## src/rtl/button_conditioner_pkg.sv

```systemverilog
// Shared types and widths for the push-button conditioner.
package button_conditioner_pkg;

    localparam int STATE_W = 3;
    localparam int PCNT_W  = 8;

    typedef enum logic [STATE_W-1:0] {
        ST_IDLE         = 3'd0,
        ST_PRESS_WAIT   = 3'd1,
        ST_HELD         = 3'd2,
        ST_REPEAT       = 3'd3,
        ST_RELEASE_WAIT = 3'd4
    } state_e;

endpackage

```

## src/rtl/sync_2ff.sv

```systemverilog
// Two-flop synchroniser bringing an asynchronous 1-bit level into the clk domain.
module sync_2ff (
    input  logic clk,
    input  logic rst,
    input  logic d_i,
    output logic q_o
);

    logic meta_q;
    logic sync_q;

    always_ff @(posedge clk) begin
        if (!rst) begin
            meta_q <= 1'b0;
            sync_q <= 1'b0;
        end else begin
            meta_q <= d_i;
            sync_q <= meta_q;
        end
    end

    assign q_o = sync_q;

endmodule

```

## src/rtl/button_conditioner.sv

```systemverilog
// Debounces a raw button into a one-cycle press strobe, with optional auto-repeat,
// plus a debounced level, pulse counter and state for LEDs/debug.
module button_conditioner
    import button_conditioner_pkg::*;
#(
    parameter int DEBOUNCE_CYCLES = 4,
    parameter int REPEAT_DELAY    = 16,
    parameter int REPEAT_PERIOD   = 8,
    parameter int CNT_W           = 8
) (
    input  logic               clk,
    input  logic               rst,
    input  logic               btn,
    input  logic               repeat_en,
    output logic               pulse,
    output logic               level,
    output logic [PCNT_W-1:0]  pulse_count,
    output logic [STATE_W-1:0] fsm_state
);

    localparam logic [CNT_W-1:0] DEB_LAST = CNT_W'(DEBOUNCE_CYCLES);
    localparam logic [CNT_W-1:0] RD_LAST  = CNT_W'(REPEAT_DELAY - 1);
    localparam logic [CNT_W-1:0] RP_LAST  = CNT_W'(REPEAT_PERIOD - 1);

    logic s;

    state_e             state_q, state_d;
    logic [CNT_W-1:0]   cnt_q, cnt_d;
    logic [CNT_W-1:0]   rcnt_q, rcnt_d;
    logic               pulse_q, pulse_d;
    logic               level_q, level_d;
    logic [PCNT_W-1:0]  count_q, count_d;

    sync_2ff u_sync (
        .clk (clk),
        .rst (rst),
        .d_i (btn),
        .q_o (s)
    );

    always_comb begin
        state_d = state_q;
        cnt_d   = cnt_q;
        rcnt_d  = rcnt_q;
        pulse_d = 1'b0;
        level_d = level_q;

        case (state_q)
            ST_IDLE: begin
                if (s) begin
                    state_d = ST_PRESS_WAIT;
                    cnt_d   = CNT_W'(1);
                end
            end
            ST_PRESS_WAIT: begin
                if (!s) begin
                    state_d = ST_IDLE;
                    cnt_d   = '0;
                end else if (cnt_q == DEB_LAST) begin
                    state_d = ST_HELD;
                    pulse_d = 1'b1;
                    level_d = 1'b1;
                    rcnt_d  = '0;
                end else begin
                    cnt_d = cnt_q + CNT_W'(1);
                end
            end
            ST_HELD: begin
                // Release is checked first so it always beats a due repeat.
                if (!s) begin
                    state_d = ST_RELEASE_WAIT;
                    cnt_d   = CNT_W'(1);
                end else if (repeat_en && rcnt_q == RD_LAST) begin
                    state_d = ST_REPEAT;
                    pulse_d = 1'b1;
                    rcnt_d  = '0;
                end else if (repeat_en) begin
                    rcnt_d = rcnt_q + CNT_W'(1);
                end else begin
                    rcnt_d = '0;
                end
            end
            ST_REPEAT: begin
                if (!s) begin
                    state_d = ST_RELEASE_WAIT;
                    cnt_d   = CNT_W'(1);
                end else if (!repeat_en) begin
                    state_d = ST_HELD;
                    rcnt_d  = '0;
                end else if (rcnt_q == RP_LAST) begin
                    pulse_d = 1'b1;
                    rcnt_d  = '0;
                end else begin
                    rcnt_d = rcnt_q + CNT_W'(1);
                end
            end
            ST_RELEASE_WAIT: begin
                // A short dip while held is a glitch: resume holding without a new pulse.
                if (s) begin
                    state_d = ST_HELD;
                    rcnt_d  = '0;
                end else if (cnt_q == DEB_LAST) begin
                    state_d = ST_IDLE;
                    level_d = 1'b0;
                    cnt_d   = '0;
                end else begin
                    cnt_d = cnt_q + CNT_W'(1);
                end
            end
            default: begin
                state_d = ST_IDLE;
                cnt_d   = '0;
                rcnt_d  = '0;
            end
        endcase

        count_d = pulse_d ? count_q + PCNT_W'(1) : count_q;
    end

    always_ff @(posedge clk) begin
        if (!rst) begin
            state_q <= ST_IDLE;
            cnt_q   <= '0;
            rcnt_q  <= '0;
            pulse_q <= 1'b0;
            level_q <= 1'b0;
            count_q <= '0;
        end else begin
            state_q <= state_d;
            cnt_q   <= cnt_d;
            rcnt_q  <= rcnt_d;
            pulse_q <= pulse_d;
            level_q <= level_d;
            count_q <= count_d;
        end
    end

    assign pulse       = pulse_q;
    assign level       = level_q;
    assign pulse_count = count_q;
    assign fsm_state   = state_q;

endmodule

```

## config.mk

```make
export PLATFORM = sky130hd
export DESIGN_NAME = button_conditioner
export DESIGN_NICKNAME = d
export VERILOG_FILES = /design/src/rtl/button_conditioner_pkg.sv /design/src/rtl/sync_2ff.sv /design/src/rtl/button_conditioner.sv
export SDC_FILE = /design/constraint.sdc
export NUM_CORES = 1
export LEC_CHECK = 0
export CORE_ASPECT_RATIO = 1.75
export CORE_MARGIN = 8
export CORE_UTILIZATION = 56
export DETAILED_ROUTE_END_ITERATION = 7
export PLACE_DENSITY = 0.86
export SYNTH_ARGS = -nofsm -noshare
export SYNTH_HDL_FRONTEND = slang
export SYNTH_HIERARCHICAL = 1
export SYNTH_SLANG_ARGS = --single-unit
```

## constraint.sdc

```tcl
create_clock -name clk -period 2.27 [get_ports clk]
set_clock_uncertainty 0.05 [all_clocks]
set_input_delay 0.454 -clock clk [delete_from_list [all_inputs] [get_ports clk]]
set_output_delay 0.454 -clock clk [all_outputs]
set_load 0.1 [all_outputs]
```

Word level (Yosys, flattened, before mapping):

Index checks and enable logic that the tools add are counted.

* memories kept: 0
* flip-flop bits (word level): 31
* bits in read-only memories: 0
* bits in latches: 0
* bits in writable memories: 0

* shift operators: 0
* reduce and logical (&&, ||, !) cells: 8
* $add $sub $neg: 3
* multiply operators: 0
* $lt $le $gt $ge: 0
* equal/unequal tests: 21
* muxes and demuxes: 40
* divide/modulo/power cells: 0
* bitwise logic cells: 1

Operator list (count)
* 8-bit two-way mux: 15
* 8-bit one-hot mux with 5 select lines: 1
* 8-bit one-hot mux with 4 select lines: 1
* 3-bit two-way mux: 9
* 8-bit by 1-bit adder with 8-bit output, second input constant: 3
* 8-bit by 3-bit equality test with 1-bit output, second input constant: 2
* 3-bit one-hot mux with 5 select lines: 1
* 3-bit inequality test, second input constant: 4
* 1-bit two-way mux: 11
* 2-bit by 1-bit inequality test with 1-bit output, second input constant: 5
* 5-bit AND reduction: 2
* 8-bit by 4-bit equality test with 1-bit output, second input constant: 1
* 2-bit inequality test, second input constant: 4
* 3-bit by 2-bit equality test with 1-bit output, second input constant: 2
* 6-bit AND reduction: 1
* 4-bit AND reduction: 1
* 3-bit by 1-bit equality test with 1-bit output, second input constant: 1
* 3-bit equality test, second input constant: 1
* 3-bit zero test: 1
* 3-bit by 2-bit inequality test with 1-bit output, second input constant: 1
* 1-bit one-hot mux with 3 select lines: 1
* 1-bit one-hot mux with 2 select lines: 1
* 2-bit nonzero test: 1
* 2-bit OR reduction: 1
* 2 further kinds: 2

Longest topological paths before layout:

Gate-level depths: netlist of run 1.

* word-level depth: 5
* gate-level depth with buffers: 8

By module:

The synthesis of run 1 kept the hierarchy.

By module, submodules not included
* button_conditioner: cells each 202, seq. area each 580.6 µm², area each 1657.8 µm², times used 1
* sync_2ff: cells each 4, seq. area each 40.0 µm², area each 52.6 µm², times used 1

Worst setup path after synthesis of run 1:

OpenSTA, ideal clock, no wires.

* path kind: flip-flop to flip-flop
* start point: register state_q[0] (netlist: fsm_state[0])
* end point: register rcnt_q[2]
* buffers on the path: 2
* setup slack: -481 ps
* setup time: 70 ps
* period minus slack after synthesis: 2751 ps
* cell stages (with the launch flop): 8
* arrival time: 2630 ps
* path through: dfxtp_1 -> buf_2 -> nor4bb_1 -> nand2_1 -> a21o_1 -> clkbuf_1 -> or4_1 -> a21oi_1

* cells in the longest elaborated chain, start to end: 3
* elaborated cells on any way between the ends: 13
* those cells by class: eq/ne: 9; mux: 1; bitwise: 1; reduce/logical: 2

Ends and longest elaborated chain
* from (decl): RTL line button_conditioner.sv:27 `state_e state_q, state_d;`
* from (signal assigned): RTL line button_conditioner.sv:129 `state_q <= state_d;`
* 3-bit by 1-bit equality test with 1-bit output, or another cell as far along: RTL line button_conditioner.sv:48 `case (state_q)`
* 2-bit by 1-bit inequality test with 1-bit output (no line), or another cell as far along
* 6-bit AND reduction (no line)
* to (signal assigned): RTL line button_conditioner.sv:131 `rcnt_q <= rcnt_d;`
* to (decl): RTL line button_conditioner.sv:29 `logic [CNT_W-1:0] rcnt_q, rcnt_d;`

Parallel ways exist; a longest one is shown, timed or not.
A chain may end at the register's enable or synchronous reset.

Final worst setup path of run 1:

* start point: register cnt_q[1]
* end point: register count_q[6] (netlist: pulse_count[6])

* cells in the longest elaborated chain, start to end: 4

Ends and longest elaborated chain
* from (decl): RTL line button_conditioner.sv:28 `logic [CNT_W-1:0] cnt_q, cnt_d;`
* from (signal assigned): RTL line button_conditioner.sv:130 `cnt_q <= cnt_d;`
* 8-bit by 3-bit equality test with 1-bit output: RTL line button_conditioner.sv:59 `end else if (cnt_q == DEB_LAST) begin`
* 1-bit two-way mux: RTL line button_conditioner.sv:59
* 1-bit two-way mux: RTL line button_conditioner.sv:56 `if (!s) begin`
* 1-bit one-hot mux with 3 select lines: RTL line button_conditioner.sv:48
* to (signal assigned): RTL line button_conditioner.sv:134 `count_q <= count_d;`
* to (decl): RTL line button_conditioner.sv:32 `logic [PCNT_W-1:0] count_q, count_d;`

Every way passes these cells.

==> results of run 1 <==
## power by group
group          internal (mW)  switching, mW  leakage, nW  total [mW]
registers              0.546        0.00466        0.253       0.550
clock network          0.355          0.207       0.0612       0.562
logic                 0.0292         0.0362        0.511      0.0653
total                  0.929          0.248        0.825        1.18
## cell type report
type	instances	area share [%]
Sequential cell	31	29.1
Clock inverter	2	1.61
Inverter	8	1.38
Multi-Input combinational cell	160	48.6
Tap cell	28	1.61
Clock buffer	6	3.80
Timing Repair Buffer	39	13.9
## synth_stat cells, types with 2 or more instances
| cell type | count | area share, % |
|---|---|---|
| a21oi_1 | 20 | 5.9 |
| a22oi_1 | 2 | 0.88 |
| a31oi_1 | 5 | 1.8 |
| and2_1 | 4 | 1.5 |
| and3_1 | 3 | 1.1 |
| and4_1 | 2 | 1.0 |
| buf_2 | 3 | 0.88 |
| clkbuf_1 | 3 | 0.66 |
| dfxtp_1 | 31 | 36 |
| ha_1 | 4 | 2.9 |
| inv_1 | 8 | 1.8 |
| nand2_1 | 18 | 3.9 |
| nand3_1 | 11 | 3.2 |
| nor2_1 | 18 | 3.9 |
| nor2b_1 | 2 | 0.73 |
| nor3_1 | 4 | 1.2 |
| o211ai_1 | 2 | 0.88 |
| o21a_1 | 2 | 0.88 |
| o21ai_0 | 11 | 3.2 |
| o22ai_1 | 2 | 0.73 |
| o31ai_1 | 5 | 2.2 |
| or2_2 | 3 | 1.1 |
| or3_1 | 3 | 1.1 |
| or3b_2 | 4 | 2.0 |
| or4_1 | 6 | 2.6 |
| xnor2_1 | 3 | 1.5 |
| xor2_1 | 4 | 2.0 |
## repair_timing
action,in CTS,in global routing
gates resized for setup,0,11
buffers inserted,0,6
setup endpoints to repair,0,4
## metrics by stage
stage	area [sq um]	TNS [ps]	setup slack (ps)	cells
floorplan	1720	0	14.3	206
global placement	1980	-519	-138	260
detailed placement	1980	-715	-175	260
CTS	2090	0	7.78	268
global route	2170	-95.0	-63.7	274
finish	2170	0	41.9	274
## registers in the layout (all words and copies together), names as in the netlist
signal         flops
cnt_q              8
pulse_count        8
rcnt_q             8
fsm_state          3
level              1
pulse              1
u_sync/meta_q      1
u_sync/q_o         1
## critical path: cells and delay by family (launching register included)
family          cells  cell delay [ps]
simple gates        3             1280
flops               1              340
compound gates      2              300
fa+ha+maj           1              130
buf+inv             1               80
## worst min-delay path by stage
stage	start	endpoint	slack (ps)	cells after the start
2_1_floorplan	u_sync/meta_q	u_sync/q_o	360	1
3_3_place_gp	u_sync/meta_q	u_sync/q_o	370	1
3_5_place_dp	u_sync/meta_q	u_sync/q_o	380	1
4_1_cts	u_sync/meta_q	u_sync/q_o	400	1
5_1_grt	cnt_q[0]	cnt_q[0]	430	1
6_report	u_sync/meta_q	u_sync/q_o	400	1
## logic make-up after synthesis
group	after synthesis	synth area share (%)
AOI/OAI and AO/OA	57	20.9
xor gates and xnor gates	7	3.58
adders and majority gates	4	2.93
buffers and inverters	15	3.73
DFF	31	36.3
muxes	1	0.585
and+or+nand+nor	91	32.0
## routing by layer
layer / vias to the layer above / part of all wire, % / global-route usage (%)
li1: 841 / - / -
met1: 820 / 37 / 17.0
met2: 46 / 54 / 32.4
met3: 21 / 4.8 / 4.03
met4: 0 / 4.3 / 13.2
met5: - / 0 / 0
==> impl_metrics.ini, run 1 <==
[worst_setup_path]
reg2reg_slack_ps = 40
crit_start = cnt_q[1]
r2r_cells = 7
r2r-end = pulse_count[6]
r2r-start = cnt_q[1]
start_kind = flip-flop
cp.arrival_ps = 2410
worstSetupEndpoint = pulse_count[6]
crit_required_ps = 2450
path_class = flip-flop to flip-flop
crit_chain = inv_2 > ha_4 > or4b_4 > nor3_4 > o2111ai_2 > or4_4 > a21oi_2
crit_path_end_kind = flip-flop
slowest_stage = or4_4
max_stage_delay_ps = 520
crit_fanout = 5

[global_route]
grt.total_usage_pct = 17.8
antenna_found_initial = 0
grt_start_max_net_pins = 24
grt_pass1_vias = 1722
grt-ovfl-total = 0
grt_pass1_wl_um = 7250

[power_and_ir_drop]
power_density_nw_per_um2 = 542
p_leak_nw = 0.825
vdd_drop_max_mv = 0.451
total_power_mw = 1.18

[final_layout]
layout_common_cells = 36 x buf_4, 26 x dfxtp_1, 18 x nor2_1, 18 x nand2_1, 18 x a21oi_1
syn_to_final_growth_pct = 27.0
drive_gt1_share_pct = 29.3
fin_util_pct = 74.2
layout.nets = 253
register_area_sq_um = 632
antenna_cells = 0
multiInputGateArea_sq_um = 1050
layout_commonest_cell = buf_4
n_fill_cell = 215

[clock_network]
numCtsBuffers = 5
numClockSinks = 31
cts.clk_slew.worst_paths_ps = 60
cts_tree = done
cts_max_level = 2
clkLatencyLatePin_ps = 290
clock_path_buffers = 2
hold_buffers = 0
clock-root-buffer = clkbuf_8

[detailed_routing]
drt-total-wl_um = 4370
wl_per_cell_um = 16.0
via_per_inst = 6.31
drc_errors = 0
drt_iter0_markers = 40
drtPass1Iterations = 6
vias = 1728
antenna_left = 0

[timing]
setup_violations = 0
finalCritPeriodShare_pct = 98.2
holdWs_ps = 398
hold_violations = 0
tightest_slew_ps = 542
max_slew_margin_pct = 63.5
slew_viol_final = 0
period_needed_ps = 2230
maxClockFrequency_ghz = 0.449

[logic_synthesis]
netlist_area_sq_um = 1710
yosysWarnings = 6
synthFlopType = dfxtp_1
synth_enable_flop_cells = 0
ys_types = 50
async_reset_ff_share_pct = 0
syn_nets = 214
ys_seq_elements = 31
synthCells = 206
avgSynthCellArea_sq_um = 8.30
ys_seq_area_share_pct = 36.3

[placed_design]
dpl.hpwl_um = 3040
io_buffers = 16
gp_congestion = 0.895

[die]
start_util_pct = 58.4
num_io_pins = 17
die_x_um = 57.8
core_sq_um = 2930
die_area_sq_um = 5150
die_height_um = 89.1
rows = 26

[status]
status = complete, no violations

[run]
maxCapViolations = 0

[min_path]
hp-class = flip-flop to flip-flop
Note: power is estimated with default switching activity, not from simulation.
==> run 2: changes to the inputs <==
--- a/config.mk
+++ b/config.mk
@@ -5,9 +5,10 @@
 export SDC_FILE = /design/constraint.sdc
 export NUM_CORES = 1
 export LEC_CHECK = 0
-export CORE_ASPECT_RATIO = 1.75
+export CORE_ASPECT_RATIO = 1.5
 export CORE_MARGIN = 8
 export CORE_UTILIZATION = 56
+export CTS_CLUSTER_SIZE = 24
 export DETAILED_ROUTE_END_ITERATION = 7
 export PLACE_DENSITY = 0.86
 export SYNTH_ARGS = -nofsm -noshare
==> run 2 against run 1 <==
Cell area is 3.5% lower. Cell count up 1.1%. Via count down 6.2%. Register-to-register slack better by 50 ps. Routed wire length is 8.1% lower. Critical path type unchanged. Critical endpoint is now pulse_count[7]. Largest power group unchanged. Highest routed layer unchanged.
==> impl_metrics.ini, run 2 (synthesis results as in run 1) <==
[timing]
maxClockFrequency_ghz = 0.458
period_needed_ps = 2180
tightest_slew_ps = 551
setup_violations = 0
hold_violations = 0
finalCritPeriodShare_pct = 96.1
slew_viol_final = 0
rsz0062_at_grt = yes
max_slew_margin_pct = 62.8
holdWs_ps = 399
setup_tns_ps = 0
worst_slack_ps = 87.8

[final_layout]
syn_to_final_growth_pct = 22.6
fin_area_sq_um = 2100
fin_util_pct = 72.0
register_area_sq_um = 632
n_fill_cell = 229
antenna_cells = 0
layout.nets = 245
layout_common_cells = 28 x buf_4, 26 x dfxtp_1, 20 x a21oi_1
stdcell_count = 277
layout_commonest_cell = buf_4
drive_gt1_share_pct = 23.9
multiInputGateArea_sq_um = 1030

[power_and_ir_drop]
vdd_drop_max_mv = 0.465
p_leak_nw = 0.781
power_density_nw_per_um2 = 560
total_power_mw = 1.17

[die]
num_io_pins = 17
rows = 24
core_sq_um = 2910
die_area_sq_um = 5120
start_util_pct = 58.7
die_x_um = 61.1
die_height_um = 83.7

[placed_design]
gp_congestion = 0.892
postPlaceCellArea_sq_um = 1970
dp.cells = 268
dp_slack_ps = -217
dpl.hpwl_um = 2980
io_buffers = 16

[global_route]
grt_pass1_wl_um = 7000
grt.total_usage_pct = 17.7
grt-ovfl-total = 0
grt_start_max_net_pins = 24
grt_pass1_vias = 1598
antenna_found_initial = 0

[clock_network]
numCtsBuffers = 5
clkLatencyLatePin_ps = 290
clock-root-buffer = clkbuf_8
cts_max_level = 2
cts_tree = done
cts.clk_slew.worst_paths_ps = 70
clock_path_buffers = 2
numClockSinks = 31

[detailed_routing]
drt_iter0_markers = 33
via_per_inst = 5.85
drtPass1Iterations = 4
vias = 1621
drt-total-wl_um = 4020
antenna_left = 0
drc_errors = 0
wl_per_cell_um = 14.5

[worst_setup_path]
crit_path_end_kind = flip-flop
crit_fanout = 5
r2r_cells = 5
path_class = flip-flop to flip-flop
start_kind = flip-flop
crit_required_ps = 2440
cp.arrival_ps = 2350

[min_path]
hp-class = flip-flop to flip-flop
min_path_cells = 1

[run]
maxCapViolations = 0

[status]
status = complete, no violations
[run 2: cell count changes in the layout (fill, tap and decap cells not counted), sizes merged]
cell / previous run / this run
buf: 36 / 28
[run 2: report_power, final]
group	switching (mW)	leakage [nW]	internal (mW)
registers	0.00446	0.253	0.546
clock network	0.212	0.0612	0.355
logic	0.0329	0.466	0.0239
total	0.250	0.781	0.924
[run 2: critical path: stages, from the launching register on]
cell       delay [ps]
dfxtp_2           330
or4_4             580
nor4_4            400
o2111ai_2         200
or4_1             420
a21oi_1           140
[run 2: layout make-up]
type | count | share of cell area, %
clock buffer | 6 | 3.94
sequential | 31 | 30.1
clock inverter | 2 | 1.67
multi-input combinational | 160 | 48.9
tap | 39 | 2.33
inverter | 8 | 1.43
timing repair buffer | 31 | 11.6
[run 2: timing repair]
item	CTS	global route
setup endpoints to repair	0	4
hold buffers	0	0
hold endpoints to repair	0	0
setup buffers	0	1
gates resized for setup	0	3
[run 2: layer usage]
layer	global-route usage, %	share of wire, %	vias to the layer above
met5	0	0	-
met4	11.3	3.0	0
met3	4.48	3.5	11
met2	29.2	53	28
met1	18.7	41	760
li1	-	-	822
[run 2: path summary, 6_finish.rpt]
check / endpoint / start / slack [ps]
setup / recovery: pulse_count[7] / rcnt_q[7] / 90
hold / removal: u_sync/q_o / u_sync/meta_q / 400
setup reg to reg: pulse_count[7] / rcnt_q[7] / 90
hold reg to reg: u_sync/q_o / u_sync/meta_q / 400
==> variant 1, RTL diff (config.mk and constraints of run 1) <==
The output `pulse` loses its register stage (`pulse_q` becomes a continuous assignment).
--- a/src/rtl/button_conditioner.sv
+++ b/src/rtl/button_conditioner.sv
@@ -124,3 +124,2 @@
             rcnt_q  <= '0;
-            pulse_q <= 1'b0;
             level_q <= 1'b0;
@@ -131,3 +130,2 @@
             rcnt_q  <= rcnt_d;
-            pulse_q <= pulse_d;
             level_q <= level_d;
@@ -136,2 +134,4 @@
     end
+
+    assign pulse_q = pulse_d;
 
Behaviour: not the same (Yosys sat finds a counterexample within 10 cycles, from zero or initial values and one cycle with rst low).
==> variant 1 against run 1 <==
- the flow now finishes with violations (setup timing)
- sequential cell count down 1
- area after synthesis down 2.3%
- cell area is 2.1% lower
- global-route usage down 0.58 points
- cell count is 2.9% lower
- maximum frequency is 7.2% lower
- worst hold slack lost 0.014 ns
- synthesized cell count fell by 3.9%
- critical path depth is 2 lower
- wire length shrank 3.3%
- setup slack worse by 0.17 ns
Power is not compared: it rests on default switching activity, and its combinational part moved more than twofold at a synthesized area within 25%.
==> variant 1: results (changes against run 1) <==
Outcome
  – Outcome: finished with violations
  – Violated checks: setup timing

Routing
  – Routed wl met3: 126 µm (-39%)
  – Drt wl/cell: 15.90 µm (-0.36%)
  – Met2 wire length: 2405 µm (+1.5%)
  – Routed metal-1 wirelength: 1579 µm (-1.6%)
  – Total number of vias: 1663 (-3.8%)
  – First drt pass iteration count: 4 (-2)
  – 1st-iter DRT viols: 68 (+70%)

Min path
  – Worst min path class: reg -> reg

Finish
  – Final Non-Filler Cells: 266 (-2.9%)
  – Layout cell share with drive strength beyond 1: 30.25% (+0.98 points)
  – # nets final: 245 (-3.2%)
  – Fillers: 218 (+1.4%)
  – Fin area: 2127 µm² (-2.1%)

Synth
  – Ranking of synthesized cells by area: dfxtp_1, a21oi_1, or3_1
  – Post-synthesis sequential area ratio: 35.93% (-0.36 points)
  – Synth cell count leaders: dfxtp_1, a21oi_1, nand2_1
  – Synth warn: 6 (unchanged)
  – Synth Flop Type: dfxtp_1
  – Post-Synth Adder-Cell Area: 2.994% (+0.068 points)
  – Syn_nets: 206 (-3.7%)
  – Synth Area in XOR/XNOR: 4.192% (+0.61 points)
  – Cells after Synth: 198 (-3.9%)
  – Compound-gate portion of the synthesized area: 19.61% (-1.3 points)
  – Synth cell types: 51 (+2.0%)
  – Post-synthesis mux area share: 0.5988% (+0.014 points)

STA
  – Least-Margin Pin Slew: 0.3826 ns (-0.1592 ns)
  – Total negative slack: -0.2799 ns (-0.2799 ns)
  – Final worst slack: -0.1300 ns (-0.1719 ns)
  – Final setup violation count: 4 (+4)

Pwr
  – Sw frac: approximately 40%
  – Leakage dissipation: approximately 0.80 nW

Clock tree
  – Clock-pin transition on the worst setup and hold timing paths: 0.07 ns
  – CTS Buf Count: 5 (unchanged)

GRT
  – Pin count of the biggest net entering global routing: 17 (-29%)
  – Vias in the first global route: 1646 (-4.4%)
  – First-pass GRT wire length: 6872 µm (-5.2%)
  – Antenna violations before repair: 0 (unchanged)
  – Met3 usage: 3.493% (-0.54 points)
  – Met2 Usage GRT: 33.54% (+1.2 points)
  – Total Routing Usage GR: 17.22% (-0.58 points)
  – M1 GR Usage: 15.37% (-1.7 points)

Setup path
  – Crit-path slowest cell: or4_4
  – Worst-path fanout max: 2 (-3)
  – Arr. time, crit path: 1.90 ns (-0.51 ns)
  – Worst stage delay on the critical path: 0.55 ns (+0.03 ns)

Placement
  – DP Worst Slack: -0.1044 ns (+0.07024 ns)
  – DP Area: 1948 µm² (-1.4%)
  – Hpwl dp: 2968 µm (-2.5%)
  – Placed Instances: 255 (-1.9%)
  – I/O Buffers: 16 (unchanged)
  – GPL Wtd Cong: 0.8990 (+0.45%)
==> variant 1: changes by cell type in the layout (fill, tap and decap cells not counted), sizes merged, moves of 3 or more <==
cell / run 1 / this run
or4: 8 / 3
or3: 3 / 12
nor2: 18 / 13
a31oi: 5 / 0
or3b: 4 / 1
nand4: 0 / 5
==> variant 1: power groups by stage <==
stage | clock network (mW) | registers, mW | logic, mW
detailed placement | 0 | 0.641 | 0.609
finish | 0.456 | 0.639 | 0.672
global placement | 0 | 0.639 | 0.597
CTS | 0.464 | 0.637 | 0.641
global route | 0.486 | 0.647 | 0.719
floorplan | 0 | 0.726 | 0.378
==> variant 1: cell type report <==
| class | instances | area share, % |
|---|---|---|
| Clock buffer | 6 | 3.882 |
| Multi-Input combinational cell | 153 | 48.47 |
| Sequential cell | 30 | 28.82 |
| Tap cell | 28 | 1.647 |
| Inverter | 7 | 1.412 |
| Clock inverter | 2 | 0.5294 |
| Timing Repair Buffer | 40 | 15.24 |
==> variant 1: kinds of logic after synthesis <==
family	Yosys count
flip-flops	30
multiplexers	1
AO/OA/AOI/OAI	51
XOR/XNOR	8
buffers and inverters	15
adder cells (fa/ha/maj)	4
AND/OR/NAND/NOR	89
==> variant 1: worst paths after layout <==
check                start              to  slack [ns]  depth (start not counted)
max reg2reg      rcnt_q[4]  pulse_count[3]       -0.08                          8
min reg2reg  u_sync/meta_q      u_sync/q_o        0.38                          1
max              rcnt_q[4]           pulse       -0.13                          5
min          u_sync/meta_q      u_sync/q_o        0.38                          1
==> variant 1: what timing repair did <==
item	4_1_cts	5_1_grt
hold buffers	0	0
setup buffers	4	0
resized for setup	7	8
hold endpoints to repair	0	0
pin swaps	7	6
setup endpoints to repair	2	8
==> variant 2, RTL diff (settings of run 1) <==
Made on the original files. Set the parameter `CNT_W` to 9 (it was 8).
--- a/src/rtl/button_conditioner.sv
+++ b/src/rtl/button_conditioner.sv
@@ -8,3 +8,3 @@
     parameter int REPEAT_PERIOD   = 8,
-    parameter int CNT_W           = 8
+    parameter int CNT_W           = 9
 ) (
Formal check against the unedited RTL: no difference found for any inputs over 10 cycles, from zero or initial values and one cycle with rst low; that may be too few to reach the edited logic, so the function may still have changed.
==> variant 2 against run 1 <==
- combinational power grew 25%
- area after synthesis grew 4.9%
- total power shrank 5.8%
- cell count grew 11%
- setup slack gained 0.13 ns
- cell area shrank 0.12%
- wire length grew 2.0%
- sequential cell count grew 2
- largest power group is now sequential cells
==> variant 2: results (changes against run 1) <==
Pwr
  – Worst VDD drop: 0.4976 mV (+10%)
  – Leakage dissipation: 0.7731 nW (-6.3%)

Finish
  – Layout cell share with drive strength beyond 1: 19.85% (-9.4 points)
  – # nets final: 269 (+6.3%)
  – Fillers: 278 (+29%)

GRT
  – Total Routing Usage GR: 17.43% (-0.37 points)
  – M1 GR Usage: 17.77% (+0.74 points)
  – Pin count of the biggest net entering global routing: 16 (-33%)
  – Vias in the first global route: 1675 (-2.7%)
  – Met3 usage: 4.137% (+0.10 points)

Outcome
  – Outcome: finished, final reports clean

Setup path
  – Crit-path slowest cell: or4_1
  – R2r endpoint: pulse_count[4]
  – Arr. time, crit path: 2.28 ns (-0.13 ns)
  – Worst stage delay on the critical path: 0.54 ns (+0.02 ns)
  – Worst-path fanout max: 12 (+7)
  – R2R Setup Slk: 0.17 ns (+0.13 ns)

Synth
  – Synth cell count leaders: dfxtp_1, nand2_1, a21oi_1
  – Post-synthesis sequential area ratio: 36.82% (+0.54 points)
  – Ranking of synthesized cells by area: dfxtp_1, a21oi_1, nand3_1

STA
  – WHS: 0.4009 ns (+0.002932 ns)
  – Max_slew headroom: 22.85% (-41 points)

Routing
  – Drt total wl: 4459 µm (+2.0%)
  – 1st-iter DRT viols: 64 (+60%)
  – Total number of vias: 1830 (+5.9%)
  – First drt pass iteration count: 4 (-2)

Placement
  – GPL Wtd Cong: 0.9024 (+0.83%)
  – Hpwl dp: 3225 µm (+6.0%)
  – DP Area: 2056 µm² (+4.1%)
variant 2: cell count changes after synthesis, sizes merged, moves of 3 or more:
cell and change:
or3b -3, xnor2 -3, nand3 +7, nand2 +7
nand2b +3, clkbuf +5, a31oi +7, o21ai +7
and3 +3
variant 2: layer usage:
layer / wire length [µm] / vias up
met2: 2456 / 29
met1: 1767 / 879
met3: 137 / 9
met4: 98 / 0
met5: 0 / -
li1: - / 913
variant 2: what timing repair did:
| item | in CTS | in global routing |
|---|---|---|
| endpoints found under the hold margin | 0 | 0 |
| gates resized for setup | 0 | 7 |
| setup endpoints to repair | 0 | 13 |
variant 2: final cells by class:
| class | instances | area (µm²) | share of cell area [%] |
|---|---|---|---|
| Clock inverter | 2 | 10.01 | 0.4614 |
| Multi-Input combinational cell | 178 | 1076 | 49.60 |
| Inverter | 10 | 37.54 | 1.730 |
| Sequential cell | 33 | 664.4 | 30.62 |
| Tap cell | 43 | 53.80 | 2.480 |
| Clock buffer | 6 | 72.57 | 3.345 |
| Timing Repair Buffer | 33 | 255.2 | 11.76 |
variant 2: through the flow:
| stage | std cells | total power [mW] | setup slack [ns] | utilization, % |
|---|---|---|---|---|
| final | 305 | 1.109 | 0.1681 | 69.81 |
| after global routing | 305 | 1.146 | 0.01038 | 69.81 |
| after CTS | 305 | 1.106 | 0.002257 | 68.80 |
| after detailed placement | 297 | 0.6736 | 0.03850 | 66.14 |
| after global placement | 297 | 0.6727 | 0.07642 | 66.14 |
| after floorplan | 232 | 0.6447 | 0.1047 | - |
variant 2: cells by family after synthesis:
logic type / after synthesis / share of synthesized area, %
and+or+nand+nor: 102 / 30.48
AOI/OAI and AO/OA: 68 / 22.94
DFF: 33 / 36.82
buffers and inverters: 21 / 4.951
adders and majority gates: 4 / 2.790
xor gates and xnor gates: 3 / 1.465
muxes: 1 / 0.5579
